**src/rtl/uart_rx_fifo.sv**
```systemverilog
// UART 8N1 receiver with first-word-fall-through receive FIFO and valid/ready drain.
// Define UART_RX_PARITY_EN for 8E1 frames with parity checking.
`timescale 1ns/1ps
module uart_rx_fifo #(
    parameter int CLK_HZ     = 50000000,
    parameter int BAUDRATE   = 25000000,
    parameter int FIFO_DEPTH = 16
) (
    input  logic                          clk,
    input  logic                          reset,
    input  logic                          uart_rx,
    output logic [7:0]                    rx_data,
    output logic                          rx_valid,
    input  logic                          rx_ready,
    output logic [$clog2(FIFO_DEPTH):0]   rx_level,
    output logic                          frame_err,
    output logic                          parity_err,
    output logic                          overflow,
    input  logic                          overflow_clr
);
    localparam int CPB    = CLK_HZ / BAUDRATE;
    localparam int HALF   = CPB / 2;
    localparam int CNT_W  = $clog2(CPB);
    localparam int AW     = $clog2(FIFO_DEPTH);
    localparam int CPB_M1 = CPB - 1;
    localparam int HALF_M1 = HALF - 1;
    localparam logic [CNT_W-1:0] CNT_LAST = CPB_M1[CNT_W-1:0];
    localparam logic [CNT_W-1:0] CNT_HALF = HALF_M1[CNT_W-1:0];
    localparam logic [AW:0]      LVL_FULL = FIFO_DEPTH[AW:0];

    typedef enum logic [2:0] {
        IDLE, START, DATA, STOP, BREAK
`ifdef UART_RX_PARITY_EN
        , PARITY
`endif
    } state_t;

    state_t           state;
    logic [CNT_W-1:0] cnt;
    logic [2:0]       bit_idx;
    logic [7:0]       shreg;
    logic             rx_sync_p0, rx_s, rx_s_p1;
    logic             par_ok;
    logic             sample, push, pop, full, wr_en;
    logic [7:0]       mem [FIFO_DEPTH];
    logic [AW-1:0]    wr_ptr, rd_ptr;

`ifdef UART_RX_PARITY_EN
    function automatic logic even_par(input logic [7:0] d);
        return ^d;
    endfunction
`else
    assign par_ok     = 1'b1;
    assign parity_err = 1'b0;
`endif

    // Synchronizer: idle-high reset value keeps a reset release from looking like a start edge
    always_ff @(posedge clk or posedge reset) begin
        if (reset) begin
            rx_sync_p0 <= 1'b1;
            rx_s       <= 1'b1;
            rx_s_p1    <= 1'b1;
        end else begin
            rx_sync_p0 <= uart_rx;
            rx_s       <= rx_sync_p0;
            rx_s_p1    <= rx_s;
        end
    end

    assign sample = (cnt == CNT_LAST);
    assign push   = (state == STOP) && sample && rx_s && par_ok;
    assign pop    = rx_valid && rx_ready;
    assign full   = (rx_level == LVL_FULL);
    assign wr_en  = push && (!full || pop);

    always_ff @(posedge clk or posedge reset) begin
        if (reset) begin
            state     <= IDLE;
            cnt       <= '0;
            bit_idx   <= '0;
            frame_err <= 1'b0;
`ifdef UART_RX_PARITY_EN
            par_ok     <= 1'b1;
            parity_err <= 1'b0;
`endif
        end else begin
            frame_err <= 1'b0;
`ifdef UART_RX_PARITY_EN
            parity_err <= 1'b0;
`endif
            case (state)
                IDLE: if (rx_s_p1 && !rx_s) begin
                    state <= START;
                    cnt   <= '0;
                end
                START: if (cnt == CNT_HALF) begin
                    cnt <= '0;
                    if (rx_s) begin
                        state <= IDLE;
                    end else begin
                        state   <= DATA;
                        bit_idx <= '0;
                    end
                end else begin
                    cnt <= cnt + 1'b1;
                end
                DATA: if (sample) begin
                    cnt     <= '0;
                    bit_idx <= bit_idx + 1'b1;
                    if (bit_idx == 3'd7) begin
`ifdef UART_RX_PARITY_EN
                        state <= PARITY;
`else
                        state <= STOP;
`endif
                    end
                end else begin
                    cnt <= cnt + 1'b1;
                end
`ifdef UART_RX_PARITY_EN
                PARITY: if (sample) begin
                    cnt        <= '0;
                    par_ok     <= (rx_s == even_par(shreg));
                    parity_err <= (rx_s != even_par(shreg));
                    state      <= STOP;
                end else begin
                    cnt <= cnt + 1'b1;
                end
`endif
                STOP: if (sample) begin
                    cnt <= '0;
                    if (rx_s) begin
                        state <= IDLE;
                    end else begin
                        frame_err <= 1'b1;
                        state     <= BREAK;
                    end
                end else begin
                    cnt <= cnt + 1'b1;
                end
                BREAK: if (rx_s) state <= IDLE;
                default: state <= IDLE;
            endcase
        end
    end

    always_ff @(posedge clk) begin
        if (state == DATA && sample) shreg <= {rx_s, shreg[7:1]};
        if (wr_en) mem[wr_ptr] <= shreg;
    end

    // FIFO control: a push into a full FIFO is accepted only when a pop frees the slot
    always_ff @(posedge clk or posedge reset) begin
        if (reset) begin
            wr_ptr   <= '0;
            rd_ptr   <= '0;
            rx_level <= '0;
            overflow <= 1'b0;
        end else begin
            if (wr_en) wr_ptr <= wr_ptr + 1'b1;
            if (pop)   rd_ptr <= rd_ptr + 1'b1;
            rx_level <= rx_level + {{AW{1'b0}}, wr_en} - {{AW{1'b0}}, pop};
            if (push && full && !pop) overflow <= 1'b1;
            else if (overflow_clr)    overflow <= 1'b0;
        end
    end

    assign rx_valid = (rx_level != '0);
    assign rx_data  = rx_valid ? mem[rd_ptr] : 8'h00;
endmodule

```
**config.mk**
```make
export PLATFORM = sky130hd
export DESIGN_NAME = uart_rx_fifo
export DESIGN_NICKNAME = d
export VERILOG_FILES = /design/src/rtl/uart_rx_fifo.sv
export SDC_FILE = /design/constraint.sdc
export NUM_CORES = 1
export LEC_CHECK = 0
export ABC_AREA = 1
export CELL_PAD_IN_SITES_DETAIL_PLACEMENT = 1
export CELL_PAD_IN_SITES_GLOBAL_PLACEMENT = 1
export CORE_MARGIN = 10
export CORE_UTILIZATION = 25
export DETAILED_ROUTE_END_ITERATION = 10
export PLACE_DENSITY_LB_ADDON = 0.1
export SKIP_CTS_REPAIR_TIMING = 1
export SYNTH_ARGS = -nofsm -noshare
export SYNTH_HDL_FRONTEND = slang
export SYNTH_SLANG_ARGS = --single-unit
```
**constraint.sdc**
```tcl
create_clock -name clk -period 5.6 [get_ports clk]
set_clock_uncertainty 0.05 [all_clocks]
set_input_delay 1.12 -clock clk [delete_from_list [all_inputs] [get_ports clk]]
set_output_delay 1.12 -clock clk [all_outputs]
set_load 0.05 [all_outputs]
```
After elaboration in Yosys (flattened, before gate mapping)
Memories as Yosys holds them, arrays and structs flattened. Index checks and enable logic that the tools add are counted.

Add/sub/neg operators: 6. Multipliers: 0. Divide/modulo/power cells: 0. Magnitude comparators: 0. Equality and inequality tests: 13. Shifts and indexed selects: 0. Multiplexer cells: 25. Bitwise gates (word level): 0. Reduce and logical (&&, ||, !) cells: 21.

Operators by type and width (count): two-way mux 3 bit (10); case mux 3 bit (5 select lines) (1); inequality test 2 bit (second input constant) (7); two-way mux 1 bit (10); adder 4 x 1 -> 4 bit (second input constant) (2); logical AND 1 bit (8); two-way mux 8 bit (1); equality test 3 x 2 -> 1 bit (second input constant) (2); equality test 3 bit (second input constant) (2); case mux 3 bit (2 select lines) (1); AND reduction 6 bit (1); adder 5 x 1 -> 5 bit (1); equality test 5 bit (second input constant) (1); nonzero test 5 bit (1); subtractor 5 x 1 -> 5 bit (1); AND reduction 4 bit (1); nonzero test 2 bit (2); adder 3 x 1 -> 3 bit (second input constant) (1); equality test 3 x 1 -> 1 bit (second input constant) (1); logical NOT 1 bit (3); logical NOT 3 bit (1); case mux 1 bit (3 select lines) (1); nonzero test 3 bit (1); two-way mux 2 bit (1); 4 further kinds (4).

Flip-flop bits (word level): 33. Bits in latches: 0. Bits in writable memories: 128. Memory bits (read-only): 0. Input bits: 5. Output and inout port bits: 17. Logic and storage cells: 78. Memories: 1.

Memory list: mem (depth 16, bits a word 8, read ports 1, clocked after Yosys merged registers in 0, wr ports 1, RTL line 45) `logic [7:0] mem [FIFO_DEPTH];`.

Depth between registers and ports, before layout
Depth after elaboration: 6. Gate-level depth with buffers: 15.

Worst setup path after synthesis
No wires, ideal clock.

Path type: register -> output. Start: reg rx_level[2]. End: out rx_data[0]. Arrival time: 2484 ps. Data required time: 4430 ps. Path slack: 1946 ps. Cell stages (with the launch flop): 8. Path buffers: 0. Cells stage by stage: dfrtp_1 > inv_1 > ha_1 > nand2_1 > nor2_1 > nand2_1 > inv_1 > a21oi_1.

Longest elaborated chain between the ends: 2.

RTL lines: start: declaration (RTL line 15) `output logic [$clog2(FIFO_DEPTH):0] rx_level,`; start signal: assignment (RTL line 162) `rx_level <= rx_level + {{AW{1'b0}}, wr_en} - {{AW{1'b0}}, pop};`; nonzero test 5 bit (RTL line 168) `assign rx_valid = (rx_level != '0);`; via rx_valid (RTL line 13) `output logic rx_valid,`; two-way mux 8 bit (RTL line 169) `assign rx_data = rx_valid ? mem[rd_ptr] : 8'h00;`; end: declaration (RTL line 12) `output logic [7:0] rx_data,`.

The timed path passes the listed nets, and every way through them passes these cells.

Worst setup path after layout
Start: reg rd_ptr[0]. End: out rx_data[1].

Longest elaborated chain between the ends: 2.

RTL lines: start: declaration (RTL line 46) `logic [AW-1:0] wr_ptr, rd_ptr;`; start signal: assignment (RTL line 161) `if (pop) rd_ptr <= rd_ptr + 1'b1;`; memory read (16 x 8 bit); two-way mux 8 bit (RTL line 169).

No other way between the ends.

==> reports/results.txt <==
Worst-case reg-to-reg path depth -> 15
PortBufs -> 20
Clock power frac -> 26.6%
DP Cell Count -> 933
Mapped Cells -> 593
Static Leakage -> 0.00298 uW
Crit path DAT -> 3210 ps
Critical R2R Launch -> rx_level[3]$_DFF_PP0_
Initial Utilization -> 25.3%
Final Cycle Share -> 78.2%
Worst setup path class -> reg2out
Longest Clk Path Bufs -> 2
Net Sw Frac -> 41.7%
Worst Max-Slew Pin Slew -> 1170 ps
Comb power frac -> 38.7%
Crit path max fanout -> 57
Hold path depth -> 0
Flop pwr share -> 34.7%
Worst Path Buf+Inv -> 3
GRT Util Overall -> 11.4%
Clk pin slew, worst setup/hold paths -> 70 ps
Final ANT Viol Nets -> 0
RSZ-0062 raised after global routing -> false
R2R setup slack -> 2660 ps
NetSw -> 1790 uW
Hold endpoint -> rx_s$_DFF_PP1_
Clock sinks -> 161
# setup viols final -> 0
CTS H-tree lvls -> 4
WL/cell -> 19.3 microns
Cts bufs inserted -> 17
Vias -> 4306
Initial antenna violation count -> 0
CTS tree -> built
Worst EP required -> 4430 ps
CP max stage cell -> clkdlybuf4s50_1
Fraction of layout cells with a size suffix above 1 -> 8.65%
Final nets -> 630
Register area share after synthesis -> 69.3%
DP HPWL -> 11.6 mm
Final hold violations -> 0
Final std cells w/o fill -> 965
Mapped Avg Cell Area -> 11.5 sq um
Overall power -> 4280 uW
I/O pin count -> 22
Row count -> 60
Worst-Skew Late Latency -> 420 ps
Gp weighted congestion -> 0.742
Area of the multi-input gates -> 1810 sq um
Setup TNS -> 0 ps
Hold Crit Class -> reg2reg
Synth Flop Type -> edfxtp_1
Post-synth EDFFs -> 136
Achievable Freq -> 228 MHz
RR Endpoint -> rx_level[4]$_DFF_PP0_
Tmin final -> 4380 ps
Max VDD drop -> 319 uV
Ant diodes -> 0
Vias per cell -> 4.46
Flip-flop and latch area -> 4710 sq um
Grt ovf -> 0
Relative slew slack -> 21.6%
Most frequent cells in the layout -> nand2_1 (192), edfxtp_1 (136), nand3_1 (104)
Synth warnings -> 0
Vias in the first global route -> 4683
Synthesized Nets -> 612
Synthesized area -> 6800 sq um
Most common cell after layout, fill and taps aside -> nand2_1
CTS root buffer -> clkbuf_16
Iter 0 DRT Violations -> 204
Largest delay contributor family on the critical path -> buffers and inverters
Post-detailed-routing wire length -> 18.7 mm
Internal power -> 2490 uW
Yosys reg bits -> 161
Synthesis-to-layout area growth -> 15.8%
Die Ht -> 185 microns
CP cell instances -> inv_2, buf_4, nand2_1, nand3_1, nand3_1, nand2_1, nand2_1, a21oi_1, clkdlybuf4s50_1
Hold Startpoint -> rx_sync_p0$_DFF_PP1_
Max-slew violation count -> 0
Core area -> 26900 sq um
DRC Markers -> 0
Drt first pass iters -> 4
Cell mode on critical path -> nand2_1
Hold slack -> 308 ps
Synth cell types -> 32
Die W -> 185 microns
# fillers -> 2993
Power per cell area -> 543 nW/um^2
Critical path launch point type -> flop
Status -> complete, no violations
Fin util -> 29.3%
CP max stage delay -> 880 ps
Max_cap viols -> 0
Die area -> 34200 sq um
Ys async rst share -> 15.5%
Largest net degree at the start of global routing -> 67
First-pass GRT wire length -> 28.7 mm
Critical Path End Type -> output port
-- layout make-up --
type	count	area share, %
Timing Repair Buffer	25	3.02
Inverter	30	1.49
Multi-Input combinational cell	376	23.0
Clock buffer	17	5.40
Tap cell	341	5.41
Clock inverter	15	1.91
Sequential cell	161	59.8
-- worst reg2reg max path: cells and delay by family (launching register included) --
kind / cells / cell delay, ps
AOI/OAI and AO/OA: 2 / 300
xor gates and xnor gates: 1 / 150
adders and majority gates: 4 / 970
buffers and inverters: 4 / 320
DFF: 1 / 410
and+or+nand+nor: 4 / 630
-- power groups by stage --
stage / combinational, uW / clock, uW / sequential (uW)
6_report: 1660 / 1140 / 1490
5_1_grt: 1850 / 1230 / 1500
4_1_cts: 1710 / 1180 / 1490
3_5_place_dp: 1700 / 0 / 1510
3_3_place_gp: 1680 / 0 / 1510
2_1_floorplan: 1130 / 0 / 1530
-- cells by family after synthesis --
family	after synthesis	synth area share [%]
xor+xnor	9	1.16
other cells	1	0.0551
fa+ha+maj	14	2.68
compound gates	21	1.58
buf+inv	56	4.14
simple gates	331	21.1
flops	161	69.3
-- synth_stat cells, types with 2 or more instances --
cell type    n  area (sq um)
inv_1       25          93.8
dfrtp_1     22           551
dfstp_2      3          78.8
inv_2        3          11.3
nor2_2       2          12.5
xor2_1       8          70.1
a21oi_1     10          50.1
o21ai_0      9          45.0
ha_1        13           163
nor2_1      21          78.8
nand2_1    192           721
buf_2        8          40.0
nand2_2      2          12.5
nand3_1    104           521
edfxtp_1   136          4080
buf_1        3          11.3
nand2_4      3          33.8
nand4_1      3          18.8
buf_4       13          97.6
-- registers in the layout, summed over array words and instances (netlist names) --
name / flops
mem: 128
shreg: 8
rx_level: 5
rd_ptr: 4
wr_ptr: 4
bit_idx: 3
state: 3
cnt: 1
frame_err: 1
overflow: 1
rx_s: 1
rx_s_p1: 1
rx_sync_p0: 1
-- worst max-delay path by stage --
stage,from,to,slack [ps],cells past startpoint
floorplan,rx_level[2]$_DFF_PP0_,rx_data[0],1950,7
global placement,rd_ptr[0]$_DFFE_PP0N_,rx_data[1],1650,9
detailed placement,rd_ptr[0]$_DFFE_PP0N_,rx_data[1],1600,9
CTS,rd_ptr[0]$_DFFE_PP0N_,rx_data[1],1130,9
global route,rd_ptr[0]$_DFFE_PP0N_,rx_data[1],980,9
finish,rd_ptr[0]$_DFFE_PP0N_,rx_data[1],1220,9
-- metrics by stage --
step / worst slack [ps] / area (sq um)
floorplan: 1950 / 6800
global placement: 1650 / 7310
detailed placement: 1600 / 7310
CTS: 1130 / 7880
global route: 979 / 7880
finish: 1220 / 7880
-- layer usage --
metal,part of all wire (%),vias to the layer above,global-route usage (%)
met5,0,-,0
met4,1.7,0,4.23
met3,4.0,19,2.23
met2,47,64,18.3
met1,47,2160,14.9
li1,-,2063,-
(Power assumes the default switching activity.)
